==> src/rtl/pos_cell_reader_if.sv <==
// Output beat stream of pos_cell_reader: one particle position per accepted beat.
interface pos_cell_reader_if #(
  parameter int DATA_WIDTH = 96,
  parameter int ADDR_WIDTH = 8
);
  logic                  out_valid;
  logic                  out_ready;
  logic [DATA_WIDTH-1:0] out_data;
  logic [ADDR_WIDTH-1:0] out_pid;
  logic                  out_last;

  modport master (output out_valid, output out_data, output out_pid, output out_last,
                  input  out_ready);
  modport slave  (input  out_valid, input  out_data, input  out_pid, input  out_last,
                  output out_ready);
endinterface

==> src/rtl/pos_cell_reader.sv <==
// Streams one position cell (address 0 = count, 1..count = particles) out over valid/ready,
// issuing 2-cycle-latency RAM reads only when the output FIFO is guaranteed to have room.
module pos_cell_reader #(
  parameter int DATA_WIDTH   = 96,
  parameter int ADDR_WIDTH   = 8,
  parameter int PARTICLE_NUM = 220,
  parameter int FIFO_DEPTH   = 4
) (
  input  logic                  clk,
  input  logic                  rst,
  input  logic                  start,
  output logic                  busy,
  output logic                  done,
  output logic [ADDR_WIDTH-1:0] particle_count,
  output logic [ADDR_WIDTH-1:0] rd_addr,
  output logic                  rd_en,
  input  logic [DATA_WIDTH-1:0] rd_data,
  pos_cell_reader_if.master     beat
);

  localparam int PW = $clog2(FIFO_DEPTH);
  localparam int CW = PW + 2;
  localparam logic [ADDR_WIDTH-1:0] MAX_COUNT = ADDR_WIDTH'(PARTICLE_NUM - 1);

  typedef enum logic [2:0] {IDLE, CNT_REQ, CNT_WAIT, STREAM, DRAIN, DONE} state_t;
  state_t state, state_d;

  logic [ADDR_WIDTH-1:0] next_addr, next_addr_d, issue_addr, rd_addr_q;
  logic [ADDR_WIDTH-1:0] count_raw, count_clamped;
  logic                  issue, issue_cnt;

  // in-flight tracker: valid, count-read tag and address per RAM pipeline stage
  logic                  v1, v2, c1, c2;
  logic [ADDR_WIDTH-1:0] a1, a2;

  logic [DATA_WIDTH-1:0] fifo_data [FIFO_DEPTH];
  logic [ADDR_WIDTH-1:0] fifo_pid  [FIFO_DEPTH];
  logic                  fifo_last [FIFO_DEPTH];
  logic [PW-1:0]         wr_ptr, rd_ptr;
  logic [PW:0]           occ;
  logic                  push, pop, credit_ok, count_ret;
  logic [CW-1:0]         credit_sum;

  assign count_raw     = rd_data[ADDR_WIDTH-1:0];
  assign count_clamped = (count_raw > MAX_COUNT) ? MAX_COUNT : count_raw;
  assign count_ret     = v2 && c2;
  assign push          = v2 && !c2;
  assign pop           = beat.out_valid && beat.out_ready;

  // occupancy is taken after this cycle's pop so a stalled-then-released consumer frees credit at once
  assign credit_sum = CW'(occ) - CW'(pop) + CW'(v1) + CW'(v2);
  assign credit_ok  = credit_sum < CW'(FIFO_DEPTH);

  always_comb begin
    state_d     = state;
    next_addr_d = next_addr;
    issue       = 1'b0;
    issue_cnt   = 1'b0;
    issue_addr  = next_addr;
    unique case (state)
      IDLE:    if (start) state_d = CNT_REQ;
      CNT_REQ: begin
        issue      = 1'b1;
        issue_cnt  = 1'b1;
        issue_addr = '0;
        state_d    = CNT_WAIT;
      end
      CNT_WAIT: if (count_ret) begin
        next_addr_d = ADDR_WIDTH'(1);
        state_d     = (count_clamped == '0) ? DONE : STREAM;
      end
      STREAM: if (credit_ok) begin
        issue       = 1'b1;
        next_addr_d = next_addr + ADDR_WIDTH'(1);
        if (next_addr == particle_count) state_d = DRAIN;
      end
      DRAIN: if (!v1 && !v2 && (occ == '0 || (occ == (PW+1)'(1) && pop))) state_d = DONE;
      DONE:    state_d = IDLE;
      default: state_d = IDLE;
    endcase
  end

  assign rd_en   = issue;
  assign rd_addr = issue ? issue_addr : rd_addr_q;
  assign busy    = (state != IDLE);
  assign done    = (state == DONE);

  always_ff @(posedge clk) begin
    if (rst) begin
      state          <= IDLE;
      next_addr      <= '0;
      rd_addr_q      <= '0;
      particle_count <= '0;
      v1 <= 1'b0;
      v2 <= 1'b0;
      c1 <= 1'b0;
      c2 <= 1'b0;
      a1 <= '0;
      a2 <= '0;
    end else begin
      state     <= state_d;
      next_addr <= next_addr_d;
      if (issue) rd_addr_q <= issue_addr;
      if (state == CNT_WAIT && count_ret) particle_count <= count_clamped;
      v1 <= issue;
      c1 <= issue_cnt;
      a1 <= issue_addr;
      v2 <= v1;
      c2 <= c1;
      a2 <= a1;
    end
  end

  always_ff @(posedge clk) begin
    if (rst) begin
      wr_ptr <= '0;
      rd_ptr <= '0;
      occ    <= '0;
    end else begin
      if (push) wr_ptr <= wr_ptr + PW'(1);
      if (pop)  rd_ptr <= rd_ptr + PW'(1);
      occ <= occ + (PW+1)'(push) - (PW+1)'(pop);
    end
  end

  always_ff @(posedge clk) begin
    if (push) begin
      fifo_data[wr_ptr] <= rd_data;
      fifo_pid[wr_ptr]  <= a2;
      fifo_last[wr_ptr] <= (a2 == particle_count);
    end
  end

  // storage is not reset, so the payload is forced to zero whenever nothing is buffered
  assign beat.out_valid = (occ != '0);
  assign beat.out_data  = beat.out_valid ? fifo_data[rd_ptr] : '0;
  assign beat.out_pid   = beat.out_valid ? fifo_pid[rd_ptr]  : '0;
  assign beat.out_last  = beat.out_valid && fifo_last[rd_ptr];

endmodule
==> src/flat_wrapper.sv <==
// flat-port wrapper written by rule: the top's interface ports become plain ports
module pos_cell_reader_flat 
#(
  parameter int DATA_WIDTH   = 96,
  parameter int ADDR_WIDTH   = 8,
  parameter int PARTICLE_NUM = 220,
  parameter int FIFO_DEPTH   = 4
)
  (clk, rst, start, busy, done, particle_count, rd_addr, rd_en, rd_data, beat_out_valid, beat_out_data, beat_out_pid, beat_out_last, beat_out_ready);
  pos_cell_reader_if #(.DATA_WIDTH(DATA_WIDTH), .ADDR_WIDTH(ADDR_WIDTH)) beat_i ();
  input  logic clk;
  input  logic rst;
  input  logic start;
  output logic busy;
  output logic done;
  output logic [ADDR_WIDTH-1:0] particle_count;
  output logic [ADDR_WIDTH-1:0] rd_addr;
  output logic rd_en;
  input  logic [DATA_WIDTH-1:0] rd_data;
  output wire logic [$bits(beat_i.out_valid)-1:0] beat_out_valid;
  output wire logic [$bits(beat_i.out_data)-1:0] beat_out_data;
  output wire logic [$bits(beat_i.out_pid)-1:0] beat_out_pid;
  output wire logic [$bits(beat_i.out_last)-1:0] beat_out_last;
  input wire logic [$bits(beat_i.out_ready)-1:0] beat_out_ready;
  assign beat_out_valid = beat_i.out_valid;
  assign beat_out_data = beat_i.out_data;
  assign beat_out_pid = beat_i.out_pid;
  assign beat_out_last = beat_i.out_last;
  assign beat_i.out_ready = beat_out_ready;
  pos_cell_reader #(.DATA_WIDTH(DATA_WIDTH), .ADDR_WIDTH(ADDR_WIDTH), .PARTICLE_NUM(PARTICLE_NUM), .FIFO_DEPTH(FIFO_DEPTH)) u_core (.clk(clk), .rst(rst), .start(start), .busy(busy), .done(done), .particle_count(particle_count), .rd_addr(rd_addr), .rd_en(rd_en), .rd_data(rd_data), .beat(beat_i));
endmodule
==> config.mk <==
export PLATFORM = sky130hd
export DESIGN_NAME = pos_cell_reader_flat
export DESIGN_NICKNAME = d
export VERILOG_FILES = /design/src/rtl/pos_cell_reader_if.sv /design/src/rtl/pos_cell_reader.sv /design/src/flat_wrapper.sv
export SDC_FILE = /design/constraint.sdc
export NUM_CORES = 1
export LEC_CHECK = 0
export CAP_MARGIN = 5
export CORE_ASPECT_RATIO = 1.4
export CORE_MARGIN = 2
export CORE_UTILIZATION = 50
export CTS_BUF_LIST = sky130_fd_sc_hd__clkbuf_2 sky130_fd_sc_hd__clkbuf_4 sky130_fd_sc_hd__clkbuf_8
export CTS_CLUSTER_DIAMETER = 80
export CTS_CLUSTER_SIZE = 16
export DETAILED_ROUTE_END_ITERATION = 6
export GPL_TIMING_DRIVEN = 0
export HOLD_SLACK_MARGIN = 0.06
export PLACE_DENSITY = 0.73
export SLEW_MARGIN = 20
export SYNTH_ARGS = -nofsm -noshare
export SYNTH_HDL_FRONTEND = slang
export SYNTH_SLANG_ARGS = --single-unit
export TNS_END_PERCENT = 100
==> constraint.sdc <==
create_clock -name clk -period 9.1 [get_ports clk]
set_input_delay 2.275 -clock clk [delete_from_list [all_inputs] [get_ports clk]]
set_output_delay 2.275 -clock clk [all_outputs]
set_load 0.05 [all_outputs]
==> results.ini <==
[status]
status=complete, no violations

[synthesis]
syn_area_per_cell_um2=19.3
ys_warn_count=0
ys_seq_area_share_pct=75.1
synth-edff-count=420
ys_ff_latch=476
async_flop_share_pct=0
synth_ff_type=edfxtp_1
netlist_instances=946
syn_nets=1056
mappedNetlistArea_mm2=0.0183
ys_types=44

[clock_network]
clk_pin_slew_ns=0.10
clk_latency_ns=0.57
clock_path_buffers=3
cts_setup_buffers=0
cts_buffers=35
cts_tree=built
post_cts_resized=0
cts_root_buf=clkbuf_8
cts_sinks=476
holdBufCountCts=0
cts-htree-levels=2

[sta]
setup_violations=0
rsz0062_at_grt=false
hold_viol=0
slew_viol_final=0
finClkSkew_ns=0.0186
min_period_over_period_pct=88.9
setup_ws_ns=1.01
tns_ns=0
worstMarginPinSlew_ns=0.769
hold_slack_ns=0.447
max_freq_mhz=124
min_period_ns=8.09
slew_headroom_pct=48.7

[cells_and_area]
utilization_pct=61.1
layout_common_cells=edfxtp_1, clkdlybuf4s50_1, and2_1
syn_to_final_growth_pct=20.1
drive_above_1_share_pct=15.2
nNetsFinal=1325
final_area_mm2=0.0219
final_cells=1692
n_fill_cell=2674
final_common_cell=edfxtp_1

[power_and_ir_drop]
leakagePower_nw=6.96
pwr_density_cell_mw_per_mm2=271
ir_worst_vdd_mv=0.198
total_power_mw=5.94

[die]
core.rowCount=82
core_mm2=0.0359
die_w_um=166
die_h_um=230
io_pins=225
die_area_mm2=0.0381
initial_core_util_pct=50.9

[setup_path]
r2r_setup_slack_ns=5.47
crit_type=in -> out
cp-end-kind=output port
cp_max_fo=10
arrival_ns=5.82
required_ns=6.83
cp-start-kind=input port

[global_route]
grtUsageTotal_pct=19.3
grt_max_degree=41
grt_pass1_vias=9714
antenna_found_initial=3
grt_pass1_wl_um=54800
gr-total-overflow=0

[place]
post-place-ws_ns=1.02
place_area_mm2=0.0213
gp_congestion=0.782
portBuffers=224
hpwl_um=23800
placed_cells=1640

[min_path]
min_path_type=reg -> reg

[routing]
drt_iter0_drc=539
firstDrtPassIters=5
wl_per_cell_um=21.2
wl_um=35900
drc=0
via_per_inst=5.47
final_antenna_net_count=0
vias=9254

[flow_run]
maxCapViolations=0

[cell families (layout without fill, tap and decap cells)]
group,Yosys count,in the layout,synth area share (%)
adders and majority gates,10,10,0.726
buffers and inverters,57,338,1.26
AOI/OAI and AO/OA,35,35,1.22
other,0,3,0
xor gates and xnor gates,20,20,0.958
and+or+nand+nor,234,234,7.26
muxes,114,114,13.4
DFF,476,476,75.1
[sequential cells by signal, indices dropped and copies added (netlist names), named ones only]
| signal | count |
|---|---|
| u_core.state | 3 |
| u_core.next_addr | 8 |
| u_core.c1 | 1 |
| u_core.rd_ptr | 2 |
| u_core.wr_ptr | 2 |
| u_core.occ | 3 |
| u_core.fifo_last | 4 |
| u_core.rd_addr_q | 8 |
| u_core.fifo_pid | 32 |
| u_core.v2 | 1 |
| u_core.a2 | 8 |
| u_core.fifo_data | 384 |
| u_core.particle_count | 8 |
| u_core.v1 | 1 |
| u_core.a1 | 8 |
| u_core.c2 | 1 |
[layer usage]
layer  vias to the layer above  GRT usage [%]  share of wire, %
met5                         -              0                 0
met2                       274           34.7                54
li1                       4237              -                 -
met4                         0           6.84               3.0
met3                        55           2.94               4.7
met1                      4688           23.4                39
[critical path, cell delays in order]
cell             delay, ns
clkdlybuf4s50_1       0.55
nand2_1               0.17
or2_2                 0.36
ha_1                  0.24
or4b_1                0.54
o211ai_2              0.13
nand3b_2              0.17
buf_2                 0.26
mux2i_1               0.16
nor2_1                0.11
clkdlybuf4s50_1       0.84
[worst paths after layout]
path / from / endpoint / cells past startpoint
worst max register to register: u_core.occ[1] / u_core.state[1] / 10
worst max-delay path: beat_out_ready / rd_addr[0] / 11
worst min register to register: u_core.a1[3] / u_core.a2[3] / 1
worst min-delay path: u_core.a1[3] / u_core.a2[3] / 1
[synth_stat cells (2+ instances only)]
master,instances,share of area (%)
clkbuf_1,35,0.72
a311oi_1,2,0.096
nand2_1,19,0.39
nor2_1,40,0.82
xor2_1,3,0.14
nor3_1,5,0.14
or2_2,4,0.14
nor2b_1,14,0.48
edfxtp_1,420,69
nand2b_1,2,0.068
o21ai_1,3,0.082
or4b_1,2,0.11
o211ai_1,4,0.16
dfxtp_1,56,6.1
and3_1,2,0.068
or4_1,2,0.082
nand3_1,6,0.16
mux4_2,105,13
xnor2_1,17,0.81
and2_1,117,4.0
inv_1,8,0.16
ha_1,9,0.62
nand4_1,7,0.24
a21oi_1,12,0.33
buf_2,13,0.36
o21ai_0,3,0.082
nor4_1,3,0.10
a31oi_1,3,0.10
mux2i_1,9,0.49
or3_1,7,0.24
[power by group]
part	internal [mW]	leakage, nW	switching (mW)
Combinational	0.908	2.39	1.50
Sequential	2.44	4.24	0.0257
Clock	0.446	0.331	0.621
[area by class of cell]
type	count	area (um2)	area share [%]
sequential	476	13700	62.6
inverter	8	30.0	0.137
tap	462	578	2.63
buffer	49	200	0.912
antenna	3	7.51	0.0342
clock buffer	48	592	2.70
multi-input combinational	413	4320	19.7
clock inverter	1	30.0	0.137
timing repair buffer	232	2450	11.2
(Power assumes the default switching activity.)
==> RTL edit, RTL diff (same settings) <==
`FIFO_DEPTH` is set to 4 in 2 places; all go to 2.
--- a/src/rtl/pos_cell_reader.sv
+++ b/src/rtl/pos_cell_reader.sv
@@ -5,5 +5,5 @@
   parameter int ADDR_WIDTH   = 8,
   parameter int PARTICLE_NUM = 220,
-  parameter int FIFO_DEPTH   = 4
+  parameter int FIFO_DEPTH   = 2
 ) (
   input  logic                  clk,
--- a/src/flat_wrapper.sv
+++ b/src/flat_wrapper.sv
@@ -5,5 +5,5 @@
   parameter int ADDR_WIDTH   = 8,
   parameter int PARTICLE_NUM = 220,
-  parameter int FIFO_DEPTH   = 4
+  parameter int FIFO_DEPTH   = 2
 )
   (clk, rst, start, busy, done, particle_count, rd_addr, rd_en, rd_data, beat_out_valid, beat_out_data, beat_out_pid, beat_out_last, beat_out_ready);
Check against the original RTL: not equivalent (a bounded check fails within 10 cycles, from zero or initial values and one cycle with rst high).
==> RTL edit against the unedited design <==
- the run now ends with design-rule violations left
- sequential power decreased by 45%
- non-clock buffer count decreased by 6
- cell area decreased by 39%
- maximum frequency decreased by 4.1%
- area after synthesis is 44% lower
- sequential cell count is 214 lower
- via count down 32%
- total power fell by 37%
- clock power down 41%
- routed wire length is 37% lower
- clock skew rose by 0.0018 ns
- setup slack worse by 0.35 ns
- highest routed layer unchanged
==> RTL edit: results (changes against the unedited design) <==
[run_status]
status=complete, but fails checks
violations=design-rule violations

[clock_network]
path_clk_slew_ns=0.10  ; about the same
cts_buffer_depth=3  ; unchanged
cts_resized=0  ; unchanged
cts-root-buf=clkbuf_8
cts_made_buffers=20  ; -43%
cts-htree-levels=1  ; -1
clock_latency_ns=0.52  ; -0.05 ns

[global_route]
grt_start_max_net_pins=53  ; +29%
grtUsageTotal_pct=21.2  ; +1.9 points
grt_pass1_wl_um=35900  ; -35%
antenna_found_initial=1  ; -2
grt_pass1_vias=6339  ; -35%

[route]
drtIter0Drc=338  ; -37%
routed_wirelength_um=22800  ; -37%
firstDrtPassIters=7  ; +2
drcViolationCount=2  ; +2
viasPerCell=5.14  ; -6.0%

[synthesis]
synthArstFlopShare_pct=0  ; unchanged
yosysUniqueCellTypes=50  ; +14%
synth_top_flop_cell=edfxtp_1
ys_warn_count=0  ; unchanged
synth-edff-count=210  ; -50%
synthesis.nets=795  ; -25%
synth_common_cells=edfxtp_1, nor2_1, mux2i_1
synth-seq-area-share_pct=72.2  ; -3.0 points
synth_area_leaders=edfxtp_1, mux2i_1, dfxtp_1

[worst_setup_path]
cp_max_fo=10  ; unchanged
ff2ff_setup_slack_ns=5.32  ; -0.15 ns
r2r_cells=11  ; +1
arrival_ns=6.16  ; +0.34 ns

[final_layout]
fillers=1464  ; -45%
layout-drive-gt1-share_pct=8.08  ; -7.1 points
nets=1057  ; -20%
top_regs=u_core.fifo_data: 192 flops, u_core.fifo_pid: 16 flops

[power_and_ir_drop]
sw_frac_of_total_pct=41.7  ; +5.5 points
p_leak_nw=4.44  ; -36%
peakVddDrop_v=0.000136  ; -31%
pwr-share-seq_pct=36.3  ; -5.2 points

[placement]
hpwl_um=16600  ; -30%
io_buffers=224  ; unchanged
placed_area_sq_mm=0.0129  ; -39%
gp_congestion=0.796  ; +1.8%

[timing]
fin_worst_skew_ns=0.0204  ; +0.00180 ns
max_slew_margin_pct=40.1  ; -8.7 points

-- RTL edit: changes by cell type in the layout (fill, tap and decap cells not counted), moves of 11 or more --
cell      before  now
clkbuf_8      37   24
mux4_2       105    0
mux2i_1        9  113
clkbuf_1      35   14
buf_4          0   11
edfxtp_1     420  210
and2_1       113    7
nor2_1        40  138
-- RTL edit: final timing paths --
check,start,to
worst max-delay path,beat_out_ready,rd_addr[5]
worst min-delay path,u_core.c1,u_core.c2
worst max register to register,u_core.occ[1],u_core.rd_addr_q[5]
worst min register to register,u_core.c1,u_core.c2
-- RTL edit: area by class of cell --
| class | count | area share, % |
|---|---|---|
| diodes | 1 | 0.0188 |
| repair buffers | 240 | 18.1 |
| clock buffers | 35 | 2.96 |
| clock inverters | 1 | 0.0845 |
| inverters | 9 | 0.254 |
| multi-input cells | 383 | 19.7 |
| well taps | 252 | 2.37 |
| flip-flops and latches | 262 | 55.2 |
| plain buffers | 35 | 1.42 |
-- RTL edit: metal layers --
| layer | up-vias | GRT usage (%) | part of all wire, % |
|---|---|---|---|
| li1 | 3003 | - | - |
| met1 | 3028 | 25.7 | 39 |
| met2 | 202 | 39.4 | 53 |
| met3 | 26 | 3.25 | 5.6 |
| met4 | 0 | 5.24 | 2.0 |
| met5 | - | 0 | 0 |
-- RTL edit: worst max-delay path, stage by stage --
cell and delay [ns]:
clkdlybuf4s50_1 0.48, nor2b_1 0.31, ha_1 0.29, inv_1 0.05, ha_1 0.22, a21o_1 0.19, fa_1 0.51, nor3_4 0.46
buf_4 0.28, mux2i_1 0.30, nor2_1 0.07, clkdlybuf4s50_1 0.72
-- RTL edit: logic make-up after synthesis --
group / Yosys count / synth area share (%)
XOR/XNOR: 27 / 2.40
AO/OA/AOI/OAI: 23 / 1.50
adder cells (fa/ha/maj): 6 / 0.811
AND/OR/NAND/NOR: 213 / 9.72
multiplexers: 114 / 11.2
buffers and inverters: 44 / 2.19
flip-flops: 262 / 72.2
-- RTL edit: metrics by stage --
step	instances	worst slack [ns]	utilization, %	hold WS, ns
6_report	1218	0.660	66.9	0.417
5_1_grt	1218	0.517	66.9	0.431
4_1_cts	1217	0.681	66.9	0.423
3_5_place_dp	1181	0.708	64.8	0.423
3_3_place_gp	1165	-3.47	63.9	0.416
2_1_floorplan	689	0.885	-	0.414
-- RTL edit: power by group through the flow --
stage / logic, mW / registers (mW) / clock network (mW)
6_report: 1.73 / 1.35 / 0.635
5_1_grt: 1.82 / 1.35 / 0.702
4_1_cts: 1.75 / 1.35 / 0.655
3_5_place_dp: 1.75 / 1.37 / 0
3_3_place_gp: 1.73 / 1.38 / 0
2_1_floorplan: 1.15 / 1.38 / 0
